--- src/rtl/attack_sequencer.sv ---
// attack_sequencer: turns mouse clicks into timed melee swings or archer shots
// (windup / active / cooldown windows counted in frame ticks) and merges melee
// and projectile hits into one damage strobe toward the boss logic.
module attack_sequencer #(
    parameter logic [7:0] MELEE_WINDUP_FR    = 8'd2,
    parameter logic [7:0] MELEE_ACTIVE_FR    = 8'd6,
    parameter logic [7:0] MELEE_COOLDOWN_FR  = 8'd10,
    parameter logic [7:0] ARCHER_COOLDOWN_FR = 8'd20,
    parameter logic [7:0] MELEE_DMG          = 8'd10,
    parameter logic [7:0] ARCHER_DMG         = 8'd6
) (
    input  logic       clk,
    input  logic       rst,
    input  logic       frame_tick,
    input  logic [1:0] game_active,
    input  logic [1:0] char_class,
    input  logic       mouse_clicked,
    input  logic       projectile_busy,
    input  logic       melee_hit,
    input  logic       proj_hit,
    output logic       swing_start,
    output logic       fire_req,
    output logic [1:0] attack_phase,
    output logic       damage_strobe,
    output logic [7:0] damage_amount,
    output logic [7:0] cooldown_left
);
    typedef enum logic [1:0] {
        PH_IDLE     = 2'd0,
        PH_WINDUP   = 2'd1,
        PH_ACTIVE   = 2'd2,
        PH_COOLDOWN = 2'd3
    } phase_t;

    localparam logic [1:0] CLASS_MELEE  = 2'b01;
    localparam logic [1:0] CLASS_ARCHER = 2'b10;
    localparam logic [1:0] GAME_OFF     = 2'b00;

    phase_t     state_r, state_s;
    logic [7:0] counter_r, counter_s;
    logic [1:0] class_r, class_s;
    logic       click_d_r, proj_hit_d_r;
    logic       pending_r, pending_s;
    logic       credited_r, credited_s;
    logic       proj_pend_r, proj_pend_s;
    logic       swing_start_r, swing_start_s;
    logic       fire_req_r, fire_req_s;
    logic       damage_strobe_r, damage_strobe_s;
    logic [7:0] damage_amount_r, damage_amount_s;
    logic [7:0] cooldown_left_r, cooldown_left_s;
    logic       click_edge_s, proj_edge_s, tick_expire_s, melee_credit_s;

    assign click_edge_s  = mouse_clicked & ~click_d_r;
    assign proj_edge_s   = proj_hit & ~proj_hit_d_r;
    // A window ends on the tick that finds one tick remaining.
    assign tick_expire_s = frame_tick & (counter_r == 8'd1);

    assign swing_start   = swing_start_r;
    assign fire_req      = fire_req_r;
    assign attack_phase  = state_r;
    assign damage_strobe = damage_strobe_r;
    assign damage_amount = damage_amount_r;
    assign cooldown_left = cooldown_left_r;

    // Next-state, window counter, hit crediting and output pulse decode.
    always_comb begin
        state_s         = state_r;
        counter_s       = counter_r;
        class_s         = class_r;
        pending_s       = pending_r;
        credited_s      = credited_r;
        proj_pend_s     = proj_pend_r;
        swing_start_s   = 1'b0;
        fire_req_s      = 1'b0;
        damage_strobe_s = 1'b0;
        damage_amount_s = 8'd0;
        melee_credit_s  = 1'b0;

        if (game_active == GAME_OFF) begin
            // Leaving play aborts everything silently.
            state_s     = PH_IDLE;
            counter_s   = 8'd0;
            pending_s   = 1'b0;
            credited_s  = 1'b0;
            proj_pend_s = 1'b0;
        end else begin
            case (state_r)
                PH_IDLE: begin
                    if (click_edge_s | pending_r) begin
                        pending_s = 1'b0;
                        class_s   = char_class;
                        if (char_class == CLASS_MELEE) begin
                            state_s   = PH_WINDUP;
                            counter_s = MELEE_WINDUP_FR;
                        end else if ((char_class == CLASS_ARCHER) && !projectile_busy) begin
                            state_s    = PH_COOLDOWN;
                            counter_s  = ARCHER_COOLDOWN_FR;
                            fire_req_s = 1'b1;
                        end else begin
                            // Busy archer or unarmed: the request is dropped.
                            state_s = PH_IDLE;
                        end
                    end else begin
                        state_s = PH_IDLE;
                    end
                end
                PH_WINDUP: begin
                    if (tick_expire_s) begin
                        state_s       = PH_ACTIVE;
                        counter_s     = MELEE_ACTIVE_FR;
                        swing_start_s = 1'b1;
                        credited_s    = 1'b0;
                    end else if (frame_tick) begin
                        counter_s = counter_r - 8'd1;
                    end else begin
                        counter_s = counter_r;
                    end
                end
                PH_ACTIVE: begin
                    // Only the first overlap of a swing is credited.
                    if (melee_hit && !credited_r && (class_r == CLASS_MELEE)) begin
                        melee_credit_s = 1'b1;
                        credited_s     = 1'b1;
                    end else begin
                        credited_s = credited_r;
                    end
                    if (tick_expire_s) begin
                        state_s   = PH_COOLDOWN;
                        counter_s = MELEE_COOLDOWN_FR;
                    end else if (frame_tick) begin
                        counter_s = counter_r - 8'd1;
                    end else begin
                        counter_s = counter_r;
                    end
                end
                PH_COOLDOWN: begin
                    // One click is remembered; extra clicks are absorbed.
                    if (click_edge_s) begin
                        pending_s = 1'b1;
                    end else begin
                        pending_s = pending_r;
                    end
                    if (tick_expire_s) begin
                        state_s   = PH_IDLE;
                        counter_s = 8'd0;
                    end else if (frame_tick) begin
                        counter_s = counter_r - 8'd1;
                    end else begin
                        counter_s = counter_r;
                    end
                end
                default: begin
                    state_s   = PH_IDLE;
                    counter_s = 8'd0;
                end
            endcase

            // Melee wins a collision; the projectile hit is deferred one cycle.
            if (melee_credit_s) begin
                damage_strobe_s = 1'b1;
                damage_amount_s = MELEE_DMG;
                if (proj_edge_s | proj_pend_r) begin
                    proj_pend_s = 1'b1;
                end else begin
                    proj_pend_s = proj_pend_r;
                end
            end else if (proj_edge_s | proj_pend_r) begin
                damage_strobe_s = 1'b1;
                damage_amount_s = ARCHER_DMG;
                proj_pend_s     = 1'b0;
            end else begin
                proj_pend_s = proj_pend_r;
            end
        end

        if (state_s == PH_COOLDOWN) begin
            cooldown_left_s = counter_s;
        end else begin
            cooldown_left_s = 8'd0;
        end
    end

    // State, bookkeeping and registered outputs.
    always_ff @(posedge clk or posedge rst) begin
        if (rst) begin
            state_r         <= PH_IDLE;
            counter_r       <= 8'd0;
            class_r         <= 2'b00;
            click_d_r       <= 1'b0;
            proj_hit_d_r    <= 1'b0;
            pending_r       <= 1'b0;
            credited_r      <= 1'b0;
            proj_pend_r     <= 1'b0;
            swing_start_r   <= 1'b0;
            fire_req_r      <= 1'b0;
            damage_strobe_r <= 1'b0;
            damage_amount_r <= 8'd0;
            cooldown_left_r <= 8'd0;
        end else begin
            state_r         <= state_s;
            counter_r       <= counter_s;
            class_r         <= class_s;
            click_d_r       <= mouse_clicked;
            proj_hit_d_r    <= proj_hit;
            pending_r       <= pending_s;
            credited_r      <= credited_s;
            proj_pend_r     <= proj_pend_s;
            swing_start_r   <= swing_start_s;
            fire_req_r      <= fire_req_s;
            damage_strobe_r <= damage_strobe_s;
            damage_amount_r <= damage_amount_s;
            cooldown_left_r <= cooldown_left_s;
        end
    end
endmodule

--- config.mk ---
export PLATFORM = sky130hd
export DESIGN_NAME = attack_sequencer
export DESIGN_NICKNAME = d
export VERILOG_FILES = /design/src/rtl/attack_sequencer.sv
export SDC_FILE = /design/constraint.sdc
export NUM_CORES = 1
export LEC_CHECK = 0
export ABC_AREA = 1
export BUFFER_PORTS_ARGS = -buffer_cell sky130_fd_sc_hd__buf_2
export CAP_MARGIN = 20
export CORE_MARGIN = 1.5
export CORE_UTILIZATION = 26
export DETAILED_ROUTE_END_ITERATION = 16
export MAX_ROUTING_LAYER = met4
export PLACE_DENSITY_LB_ADDON = 0.1
export SYNTH_ARGS = -nofsm -noshare
export SYNTH_HDL_FRONTEND = slang
export SYNTH_SLANG_ARGS = --single-unit
--- constraint.sdc ---
create_clock -name clk -period 1.6 [get_ports clk]
set_clock_uncertainty 0.05 [all_clocks]
set_input_delay 0.08 -clock clk [delete_from_list [all_inputs] [get_ports clk]]
set_output_delay 0.08 -clock clk [all_outputs]
set_load 0.01 [all_outputs]
==> summary.md, run 1 <==
| Metric | Value |
|---|---|
| Commonest non-fill, non-tap cells in the layout | `46 x nand2_1, 27 x inv_1, 26 x buf_2` |
| R2r startpoint | `counter_r[4]` |
| R2R cell count | `8` |
| Biggest fanout along the worst timing path | `4` |
| Ant diodes | `0` |
| Final setup vio count | `0` |
| RSZ-0062 raised after global routing | `yes` |
| Root Driver | `clkbuf_8` |
| Count of cell types in the netlist | `26` |
| Slew Viols, Final | `0` |
| Peak VDD IR | `between 0.5 and 0.6 mV` |
| Gr ovfl total | `0` |
| Die area | `6854 um^2` |
| Post-route cell area | `around 2200 um^2` |
| Clk_lat worst skew | `280 ps` |
| Via count | `1422` |
| Final min period | `1561 ps` |
| Kind of critical path | `flop to flop` |
| Cell Area, Placed | `1981 um^2` |
| Detailed placement HPWL | `3129 um` |
| Lkg Pwr | `0.001215 uW` |
| DRT Wirelength | `4198 um` |
| Max Cap Viol | `0` |
| CP cell instances | `nor2_2 > nand2_1 > nor2_4 > nand3_2 > nor2_4 > nor2_2 > nor2_2 > inv_1` |
| Final routed DRC violation total | `0` |
| Global route hottest layer | `met2` |
| Largest net degree at the start of global routing | `31` |
| Die width | `about 83 um` |
| Num rows | `28` |
| RR Endpoint | `counter_r[1]` |
| Drt pass-1 iters | `4` |
| Post-detailed-route wirelength per cell | `roughly 12 um` |
| Mapped Cells | `213` |
| FMAX | `640.7 MHz` |
| Met1 Use GR | `20.31%` |
| Critical path's most frequent cell | `nor2_2` |
| WP data arrival | `1680 ps` |
| Final TNS setup | `0 ps` |
| Synth warn | `0` |
| WHS Endpoint | `class_r[0]` |
| Critical Path RT | `1720 ps` |
| Gp weighted congestion | `about 0.8` |
| Area Overhead vs Synth | `35.00%` |
| Via density | `4.146` |
| PD cells | `1771 nW/um^2` |
| First-pass GRT wire length | `6851 um` |
| Worst setup EP type | `flop` |
| Syn Area/Cell | `7.772 um^2` |
| Starting density of the core | `27.47%` |
| HP Start | `char_class[0]` |
| Vias in the first global route | `1375` |
| Critical-path cell with the highest stage delay | `dfrtp_2` |
| Run status | `finished clean` |
| Hold Path Depth | `3` |
| Post-route clock period utilization | `97.55%` |
| #FFs+latches synth | `30` |
| Met3 Usage GRT | `a little over 3%` |
| Worst min path class | `input port to flop` |
| R2r setup slk | `40 ps` |
| Syn Std Cell Area | `1655 um^2` |
| Final Hold Vio Count | `0` |
| Post-DRT Antenna Nets | `0` |
| Worst stage delay on the critical path | `460 ps` |
| Commonest non-fill, non-tap cell in the layout | `nand2_1` |
| Fillcell total | `approximately 640` |
| H-tree depth | `2` |
| Setup crit start kind | `flop` |
| Sink Count | `30` |
| CORE AREA | `6026 um^2` |
| Fraction of layout cells with a size suffix above 1 | `42.54%` |
| Initial drt markers | `69` |
| Clock-pin slew on the worst setup and hold paths | `70 ps` |
| IO Pins | `32` |
| Chip Height | `82.79 um` |
| Final net count | `280` |
| Total track usage | `14.62%` |
| CTS max path bufs | `2` |
| Antenna violations before repair | `0` |
| Grt met2 use | `between 20% and 30%` |
| Sequential share of the synthesized area | `a little under half` |
| Input/output buffers | `26` |
| Num CTS Buffers | `5` |
| CTS tree | `yes` |
==> metal layers <==
layer	wire length [um]	up-vias	part of all wire (%)
met5	0	-	0
met4	105	0	2.5
met3	144	9	3.4
met2	1819	27	43
met1	2129	643	51
li1	-	743	-
==> what timing repair did <==
| action | in CTS | in global routing |
|---|---|---|
| gates resized for setup | 3 | 35 |
| setup endpoints to repair | 9 | 14 |
| hold buffers | 3 | 0 |
| cloned | 0 | 0 |
| endpoints found under the hold margin | 32 | 0 |
| pin swaps | 4 | 16 |
| buffers inserted | 0 | 2 |
==> cells by family (layout without fill, tap and decap cells) <==
kind of cell / Yosys count / count (layout) / synth area share [%]
muxes: 1 / 1 / 0.6802
adders and majority gates: 2 / 2 / 1.511
and+or+nand+nor: 121 / 121 / 35.22
DFF: 30 / 30 / 45.35
AOI/OAI and AO/OA: 13 / 13 / 4.913
other: 1 / 5 / 0.2265
buffers and inverters: 45 / 96 / 12.09
==> cell usage after synthesis <==
cell | n | area (um^2)
nand2_1 | 52 | 195.2
inv_1 | 32 | 120.1
dfrtp_1 | 30 | 750.7
nor2_1 | 24 | 90.09
nand3_1 | 16 | 80.08
nor2_2 | 14 | 87.58
buf_4 | 6 | 45.04
o21ai_0 | 6 | 30.03
inv_2 | 5 | 18.77
nand2_2 | 4 | 25.02
a21oi_1 | 3 | 15.01
nor2_4 | 3 | 33.78
nor3_1 | 3 | 15.01
ha_1 | 2 | 25.02
nand2_4 | 2 | 22.52
a21oi_4 | 1 | 16.27
buf_6 | 1 | 11.26
clkinv_2 | 1 | 5.000
conb_1 | 1 | 3.750
mux2_2 | 1 | 11.26
nand3_2 | 1 | 10.01
nand3_4 | 1 | 17.52
nand4_1 | 1 | 6.260
o211ai_1 | 1 | 7.510
o21ai_1 | 1 | 5.000
o21bai_1 | 1 | 7.510
==> layout make-up <==
cell class	count	area, um^2	area share, %
Multi-Input combinational cell	142	823.3	36.84
Timing Repair Buffer	50	321.6	14.39
Clock inverter	2	12.51	0.5599
Tap cell	75	93.84	4.199
Sequential cell	30	757.0	33.87
Clock buffer	6	82.58	3.695
Inverter	38	143.9	6.439
==> power by group <==
part	leakage, uW	total (uW)	internal [uW]	switching, uW
Sequential	0.000390	1180	974	207
Clock	0.0000472	638	345	293
Combinational	0.000778	2140	875	1260
Total	0.00121	3960	2190	1760
==> worst max path at each step <==
| stage | startpoint | end | cells past startpoint |
|---|---|---|---|
| 2_1_floorplan | counter_r[1] | cooldown_left[5] | 9 |
| 3_3_place_gp | counter_r[1] | cooldown_left[1] | 9 |
| 3_5_place_dp | counter_r[1] | counter_r[1] | 9 |
| 4_1_cts | counter_r[1] | cooldown_left[4] | 11 |
| 5_1_grt | counter_r[1] | cooldown_left[7] | 10 |
| 6_report | counter_r[4] | counter_r[1] | 8 |
==> flip-flops by register name (all words and copies together) (netlist names) <==
register,flops
proj_pend_r,1
swing_start,1
credited_r,1
fire_req,1
proj_hit_d_r,1
cooldown_left,8
damage_strobe,1
counter_r,8
class_r,2
click_d_r,1
pending_r,1
damage_amount,2
attack_phase,2
==> critical path, delay by kind of cell (launching register included) <==
kind                   cells  cell delay (ps)
DFF                        1              460
and+or+nand+nor            7              870
buffers and inverters      1               60
==> stage by stage <==
| step | setup slack, ps | hold slack, ps | total power (uW) | instances | utilization [%] |
|---|---|---|---|---|---|
| after global routing | -53.94 | 32.33 | 4331 | 343 | 37.08 |
| after global placement | -68.06 | 133.2 | 3033 | 330 | 32.87 |
| final | 39.27 | 38.42 | 3958 | 343 | 37.08 |
| after CTS | 5.466 | 31.39 | 3694 | 341 | 35.11 |
| after detailed placement | -38.08 | 140.3 | 3003 | 330 | 32.87 |
| after floorplan | 107.9 | 61.43 | 2331 | 217 | - |
(Power assumes the default switching activity.)
==> inputs of run 2 (changes only) <==
==> constraint.sdc (replaced) <==
create_clock -name clk -period 1.3 [get_ports clk]
set_clock_uncertainty 0.05 [all_clocks]
set_input_delay 0.065 -clock clk [delete_from_list [all_inputs] [get_ports clk]]
set_output_delay 0.065 -clock clk [all_outputs]
set_load 0.01 [all_outputs]
==> run 2 against run 1 <==
  * Largest power group unchanged
  * The flow now finishes with violations (negative setup slack)
  * Maximum frequency is 0.61% lower
  * Sequential power is 17% higher
  * Non-clock buffer count is 21 higher
  * Die area stayed put
  * Largest cell class unchanged
  * Critical endpoint unchanged
  * Utilization is 3.2 points higher
  * Flip-flop and latch count stayed put
  * Routed wire length is 3.5% higher
  * Register-to-register slack worse by 310 ps
  * Final cell count is 6.1% higher
  * Clock power is 22% higher
==> summary.md, run 2 (same netlist as run 1, synthesis figures left out) <==
| Metric | Value |
|---|---|
| Num CTS Buffers | `5 (unchanged)` |
| Final net count | `301 (was 280)` |
| Pint | `2998 uW (was 2194 uW)` |
| CTS tree | `yes (unchanged)` |
| Vias in the first global route | `1452 (was 1375)` |
| Run status | `finished, violations left (was finished clean)` |
| CP Buf/Inv Count | `2 (was 1)` |
| Input/output buffers | `26 (unchanged)` |
| Seq pwr share | `26.1% (was 29.8%)` |
| Clk pwr share | `14.8% (was 16.1%)` |
| R2r startpoint | `counter_r[1] (was counter_r[4])` |
| Root Driver | `clkbuf_8 (unchanged)` |
| CTS max path bufs | `2 (unchanged)` |
| Largest net degree at the start of global routing | `31 (unchanged)` |
| Post-layout utilization of the core | `40.26% (was 37.08%)` |
| Starting density of the core | `27.47% (unchanged)` |
| Chip Height | `82.79 um (unchanged)` |
| Peak VDD IR | `0.7386 mV (was 0.5770 mV)` |
| Gr ovfl total | `0 (unchanged)` |
| RSZ-0062 raised after global routing | `yes (unchanged)` |
| Fillcell total | `647 (was 644)` |
| IO Pins | `32 (unchanged)` |
| Via density | `4.118 (was 4.146)` |
| Sw frac | `43.38% (was 44.56%)` |
| H-tree depth | `2 (unchanged)` |
| Slew Viols, Final | `0 (unchanged)` |
| Via count | `1499 (was 1422)` |
| CORE AREA | `6026 um^2 (unchanged)` |
| Critical-path cell with the highest stage delay | `dfrtp_1 (was dfrtp_2)` |
| Switch Pwr | `2297 uW (was 1764 uW)` |
| Final min period | `1570 ps (was 1561 ps)` |
| Total track usage | `14.98% (was 14.62%)` |
| Final setup vio count | `20 (was 0)` |
| CP cell instances | `inv_2 > ha_4 > nand3_2 > nor2_4 > nand3_2 > nor2_4 > nor2_1 > nor2_2 > inv_1 (was nor2_2 > nand2_1 > nor2_4 > nand3_2 > nor2_4 > nor2_2 > nor2_2 > inv_1)` |
| Initial drt markers | `50 (was 69)` |
| Clk_lat worst skew | `280 ps (about the same)` |
| Die width | `82.79 um (unchanged)` |
| PD cells | `2182 nW/um^2 (was 1771 nW/um^2)` |
| Worst stage delay on the critical path | `400 ps (was 460 ps)` |
| Final TNS setup | `-3945 ps (was 0 ps)` |
| Final WS setup | `-270.3 ps (was 39.27 ps)` |
| DRT Wirelength | `4345 um (was 4198 um)` |
| Critical Path RT | `1410 ps (was 1720 ps)` |
| Clock-pin slew on the worst setup and hold paths | `70 ps (about the same)` |
| Num rows | `28 (unchanged)` |
| Drt pass-1 iters | `4 (unchanged)` |
| Commonest non-fill, non-tap cell in the layout | `nand2_1 (unchanged)` |
| Antenna violations before repair | `0 (unchanged)` |
| HP Start | `char_class[1] (was char_class[0])` |
| CP top delay family | `simple AND/OR/NAND/NOR gates (unchanged)` |
| Area Overhead vs Synth | `46.56% (was 35.00%)` |
| Worst setup EP type | `flop (unchanged)` |
| First-pass GRT wire length | `7127 um (was 6851 um)` |
| Comb pwr share | `59.1% (was 54.1%)` |
| Fraction of layout cells with a size suffix above 1 | `47.40% (was 42.54%)` |
| CP startpoint | `counter_r[1] (was counter_r[4])` |
| Setup crit start kind | `flop (unchanged)` |
| Ant diodes | `0 (unchanged)` |
| Biggest fanout along the worst timing path | `3 (was 4)` |
| Lkg Pwr | `0.001315 uW (was 0.001215 uW)` |
| Failing checks | `negative setup slack` |
| WP data arrival | `1680 ps (about the same)` |
| Worst min path class | `input port to flop (unchanged)` |
| Detailed placement HPWL | `3235 um (was 3129 um)` |
| Final Hold Vio Count | `0 (unchanged)` |
| Post-detailed-route wirelength per cell | `11.94 um (was 12.24 um)` |
| Die area | `6854 um^2 (unchanged)` |
| Post-route clock period utilization | `120.8% (was 97.55%)` |
| Final routed DRC violation total | `0 (unchanged)` |
| Commonest non-fill, non-tap cells in the layout | `44 x nand2_1, 40 x buf_4, 29 x dfrtp_1 (was 46 x nand2_1, 27 x inv_1, 26 x buf_2)` |
| Sink Count | `30 (unchanged)` |
| Max Cap Viol | `0 (unchanged)` |
| Post-DRT Antenna Nets | `0 (unchanged)` |
| Gp weighted congestion | `0.8063 (was 0.7935)` |
| FMAX | `636.8 MHz (was 640.7 MHz)` |
| Kind of critical path | `flop to flop (unchanged)` |
## run 2: path summary, 6_finish.rpt
kind	to	slack (ps)	depth (start not counted)
worst min register to register	class_r[0]	460	2
worst max register to register	counter_r[1]	-270	9
worst min-delay path	class_r[1]	20	2
max in group asynchronous	counter_r[0]	550	4
worst max-delay path	counter_r[1]	-270	9
min in group asynchronous	cooldown_left[0]	340	4
## run 2: power by group through the flow
stage / Clock [uW] / Combinational (uW) / Sequential (uW)
2_1_floorplan: 0 / 1540 / 1440
3_3_place_gp: 0 / 2740 / 1370
3_5_place_dp: 0 / 2690 / 1370
4_1_cts: 808 / 2860 / 1360
5_1_grt: 856 / 3490 / 1420
6_report: 781 / 3130 / 1380
## run 2: per-layer routing
metal / global-route usage, % / up-vias / routed length, um
li1: - / 784 / -
met1: 19.69 / 686 / 2226
met2: 22.52 / 23 / 1925
met3: 3.388 / 6 / 129
met4: 5.500 / 0 / 64
met5: - / - / 0
## run 2: layout make-up
type / instances / area, um^2 / share of cell area (%)
Tap cell: 75 / 93.84 / 3.868
Clock inverter: 1 / 5.005 / 0.2063
Timing Repair Buffer: 71 / 483.0 / 19.91
Inverter: 38 / 143.9 / 5.931
Clock buffer: 7 / 86.33 / 3.559
Multi-Input combinational cell: 142 / 862.1 / 35.53
Sequential cell: 30 / 752.0 / 31.00
## run 2: what timing repair did
item,4_1_cts,5_1_grt
hold buffers,3,0
buffers inserted,6,3
endpoints found under the setup margin,21,23
endpoints found under the hold margin,32,0
resized for setup,9,22
pin swaps,10,16
## run 2: per-stage QoR
stage                     area, um^2  instances  hold slack, ps  setup WS [ps]  power [uW]
after detailed placement        2125        344           121.5         -266.1        4062
after global placement          2125        344           121.6         -271.3        4113
after floorplan                 1709        217           46.43         -114.6        2984
after global routing            2426        364           17.06         -393.3        5762
after CTS                       2320        361           16.71         -274.9        5029
final                           2426        364           21.31         -270.3        5295
==> inputs of run 3 (changes only) <==
--- a/config.mk
+++ b/config.mk
@@ -8,11 +8,12 @@
 export ABC_AREA = 1
 export BUFFER_PORTS_ARGS = -buffer_cell sky130_fd_sc_hd__buf_2
 export CAP_MARGIN = 20
-export CORE_MARGIN = 1.5
 export CORE_UTILIZATION = 26
 export DETAILED_ROUTE_END_ITERATION = 16
 export MAX_ROUTING_LAYER = met4
 export PLACE_DENSITY_LB_ADDON = 0.1
+export REMOVE_ABC_BUFFERS = 1
+export SLEW_MARGIN = 5
 export SYNTH_ARGS = -nofsm -noshare
 export SYNTH_HDL_FRONTEND = slang
 export SYNTH_SLANG_ARGS = --single-unit
==> run 3 against run 2 <==
  * The run still ends with negative setup slack left
  * Non-clock buffer count grew 3
  * Clock-buffer cell count shrank 1
  * Highest routed layer unchanged
  * Power grew 6.4%
  * Routed wire length grew 3.8%
  * Flip-flop and latch count is the same
  * Clock power grew 22%
  * Register-to-register slack is essentially flat
  * Critical path depth is the same
  * Final area grew 3.6%
  * Die area shrank 2.4%
  * Via count grew 2.1%
  * Combinational power grew 4%
==> summary.md, run 3 (same netlist as run 1, synthesis figures left out) <==
| Metric | Value |
|---|---|
| Post-DRT Antenna Nets | `0 (unchanged)` |
| Fraction of layout cells with a size suffix above 1 | `48.29% (was 47.40%)` |
| Area Overhead vs Synth | `51.78% (was 46.56%)` |
| Lkg Pwr | `0.001348 uW (was 0.001315 uW)` |
| Starting density of the core | `27.47% (unchanged)` |
| H-tree depth | `2 (unchanged)` |
| Final std cells w/o fill | `367 (was 364)` |
| Peak VDD IR | `0.8081 mV (was 0.7386 mV)` |
| Sink Count | `30 (unchanged)` |
| Die area | `6690 um^2 (was 6854 um^2)` |
| Gr ovfl total | `0 (unchanged)` |
| Final Hold Vio Count | `0 (unchanged)` |
| CP Buf/Inv Count | `1 (was 2)` |
| Ant diodes | `0 (unchanged)` |
| Commonest non-fill, non-tap cells in the layout | `44 x nand2_1, 39 x buf_4, 29 x dfrtp_1 (was 44 x nand2_1, 40 x buf_4, 29 x dfrtp_1)` |
| Final setup vio count | `20 (unchanged)` |
| Final TNS setup | `-3978 ps (was -3945 ps)` |
| CTS tree | `yes (unchanged)` |
| Pwr Total | `5632 uW (was 5295 uW)` |
| Seq pwr share | `25.0% (was 26.1%)` |
| Run status | `finished, violations left (unchanged)` |
| Pint | `3222 uW (was 2998 uW)` |
| First-pass GRT wire length | `7438 um (was 7127 um)` |
| Chip Height | `81.79 um (was 82.79 um)` |
| FMAX | `638.9 MHz (was 636.8 MHz)` |
| Final WS setup | `-265.1 ps (was -270.3 ps)` |
| Sw frac | `42.78% (was 43.38%)` |
| CORE AREA | `6026 um^2 (unchanged)` |
| Vias in the first global route | `1534 (was 1452)` |
| CP cell instances | `inv_2 > ha_4 > nand3_2 > nor2_4 > nand3_2 > nor2_4 > nor2_1 > nor2_2 > nor2_2 (was inv_2 > ha_4 > nand3_2 > nor2_4 > nand3_2 > nor2_4 > nor2_1 > nor2_2 > inv_1)` |
| CTS max path bufs | `2 (unchanged)` |
| Max Cap Viol | `0 (unchanged)` |
| Clock-pin slew on the worst setup and hold paths | `70 ps (about the same)` |
| Clk pwr share | `16.9% (was 14.8%)` |
| Input/output buffers | `26 (unchanged)` |
| Switch Pwr | `2409 uW (was 2297 uW)` |
| Cells after DPL | `347 (was 344)` |
| Worst min path class | `input port to flop (unchanged)` |
| Drt pass-1 iters | `4 (unchanged)` |
| Worst setup EP type | `flop (unchanged)` |
| Root Driver | `clkbuf_8 (unchanged)` |
| Critical Path RT | `1430 ps (was 1410 ps)` |
| Antenna violations before repair | `0 (unchanged)` |
| Final routed DRC violation total | `0 (unchanged)` |
| Detailed placement HPWL | `3234 um (was 3235 um)` |
| Via count | `1530 (was 1499)` |
| RSZ-0062 raised after global routing | `yes (unchanged)` |
| Slew Viols, Final | `0 (unchanged)` |
| Initial drt markers | `80 (was 50)` |
| IO Pins | `32 (unchanged)` |
| Kind of critical path | `flop to flop (unchanged)` |
| PD cells | `2242 nW/um^2 (was 2182 nW/um^2)` |
| Gp weighted congestion | `0.8267 (was 0.8063)` |
| Clk_lat worst skew | `290 ps (was 280 ps)` |
| Comb pwr share | `58.0% (was 59.1%)` |
| Failing checks | `negative setup slack (unchanged)` |
| Setup crit start kind | `flop (unchanged)` |
| Worst stage delay on the critical path | `390 ps (was 400 ps)` |
| Total track usage | `15.51% (was 14.98%)` |
| Num CTS Buffers | `5 (unchanged)` |
| Fillcell total | `637 (was 647)` |
| Final net count | `304 (was 301)` |
| Post-detailed-route wirelength per cell | `12.28 um (was 11.94 um)` |
| WP data arrival | `1690 ps (was 1680 ps)` |
| DRT Wirelength | `4508 um (was 4345 um)` |
| Final min period | `1565 ps (was 1570 ps)` |
| Via density | `4.169 (was 4.118)` |
| Die width | `81.79 um (was 82.79 um)` |
| Critical-path cell with the highest stage delay | `dfrtp_1 (unchanged)` |
| Biggest fanout along the worst timing path | `3 (unchanged)` |
| Post-route clock period utilization | `120.4% (was 120.8%)` |
| Commonest non-fill, non-tap cell in the layout | `nand2_1 (unchanged)` |
| Largest net degree at the start of global routing | `31 (unchanged)` |
| CP top delay family | `simple AND/OR/NAND/NOR gates (unchanged)` |
| Num rows | `28 (unchanged)` |
[run 3: power by group through the flow]
stage	logic, uW	registers, uW	clock network [uW]
2_1_floorplan	1420	1420	0
3_3_place_gp	2670	1380	0
3_5_place_dp	2600	1380	0
4_1_cts	2930	1390	981
5_1_grt	3620	1440	1020
6_report	3270	1410	954
[run 3: final cells by class]
class | instances | area (um^2) | share of cell area, %
Multi-Input combinational cell | 142 | 892.1 | 35.51
Clock buffer | 6 | 72.57 | 2.888
Timing Repair Buffer | 74 | 520.5 | 20.72
Tap cell | 75 | 93.84 | 3.735
Clock inverter | 2 | 37.54 | 1.494
Inverter | 38 | 143.9 | 5.727
Sequential cell | 30 | 752.0 | 29.93
[run 3: what timing repair did]
| item | CTS | global route |
|---|---|---|
| endpoints found under the hold margin | 32 | 0 |
| endpoints found under the setup margin | 22 | 23 |
| buffers inserted | 6 | 4 |
| hold buffers | 3 | 0 |
| pin swaps | 19 | 16 |
| gates resized for setup | 25 | 30 |
[run 3: per-stage QoR]
step                worst slack (ps)  util, %  cell area [um^2]  hold WS [ps]
floorplan                     -192.1        -              1614         46.43
global placement              -331.4    34.99              2108         122.9
detailed placement            -318.7    34.99              2108         132.5
CTS                           -258.7    39.56              2384         13.24
global route                  -362.1    41.69              2512         37.81
finish                        -265.1    41.69              2512         26.11
[run 3: worst paths after layout]
| check | from | endpoint | slack, ps | depth (start not counted) |
|---|---|---|---|---|
| setup / recovery | counter_r[1] | cooldown_left[1] | -270 | 9 |
| hold / removal | char_class[1] | class_r[1] | 30 | 2 |
| setup reg to reg | counter_r[1] | cooldown_left[1] | -270 | 9 |
| hold reg to reg | pending_r | pending_r | 470 | 2 |
| max in group asynchronous | rst | counter_r[0] | 520 | 4 |
| min in group asynchronous | rst | cooldown_left[7] | 350 | 4 |
[run 3: layer usage]
layer | track usage [%] | share of wire (%)
met2 | 22.98 | 46
met1 | 21.33 | 51
met3 | 2.556 | 2.8
met5 | - | 0
met4 | 5.263 | 1.0
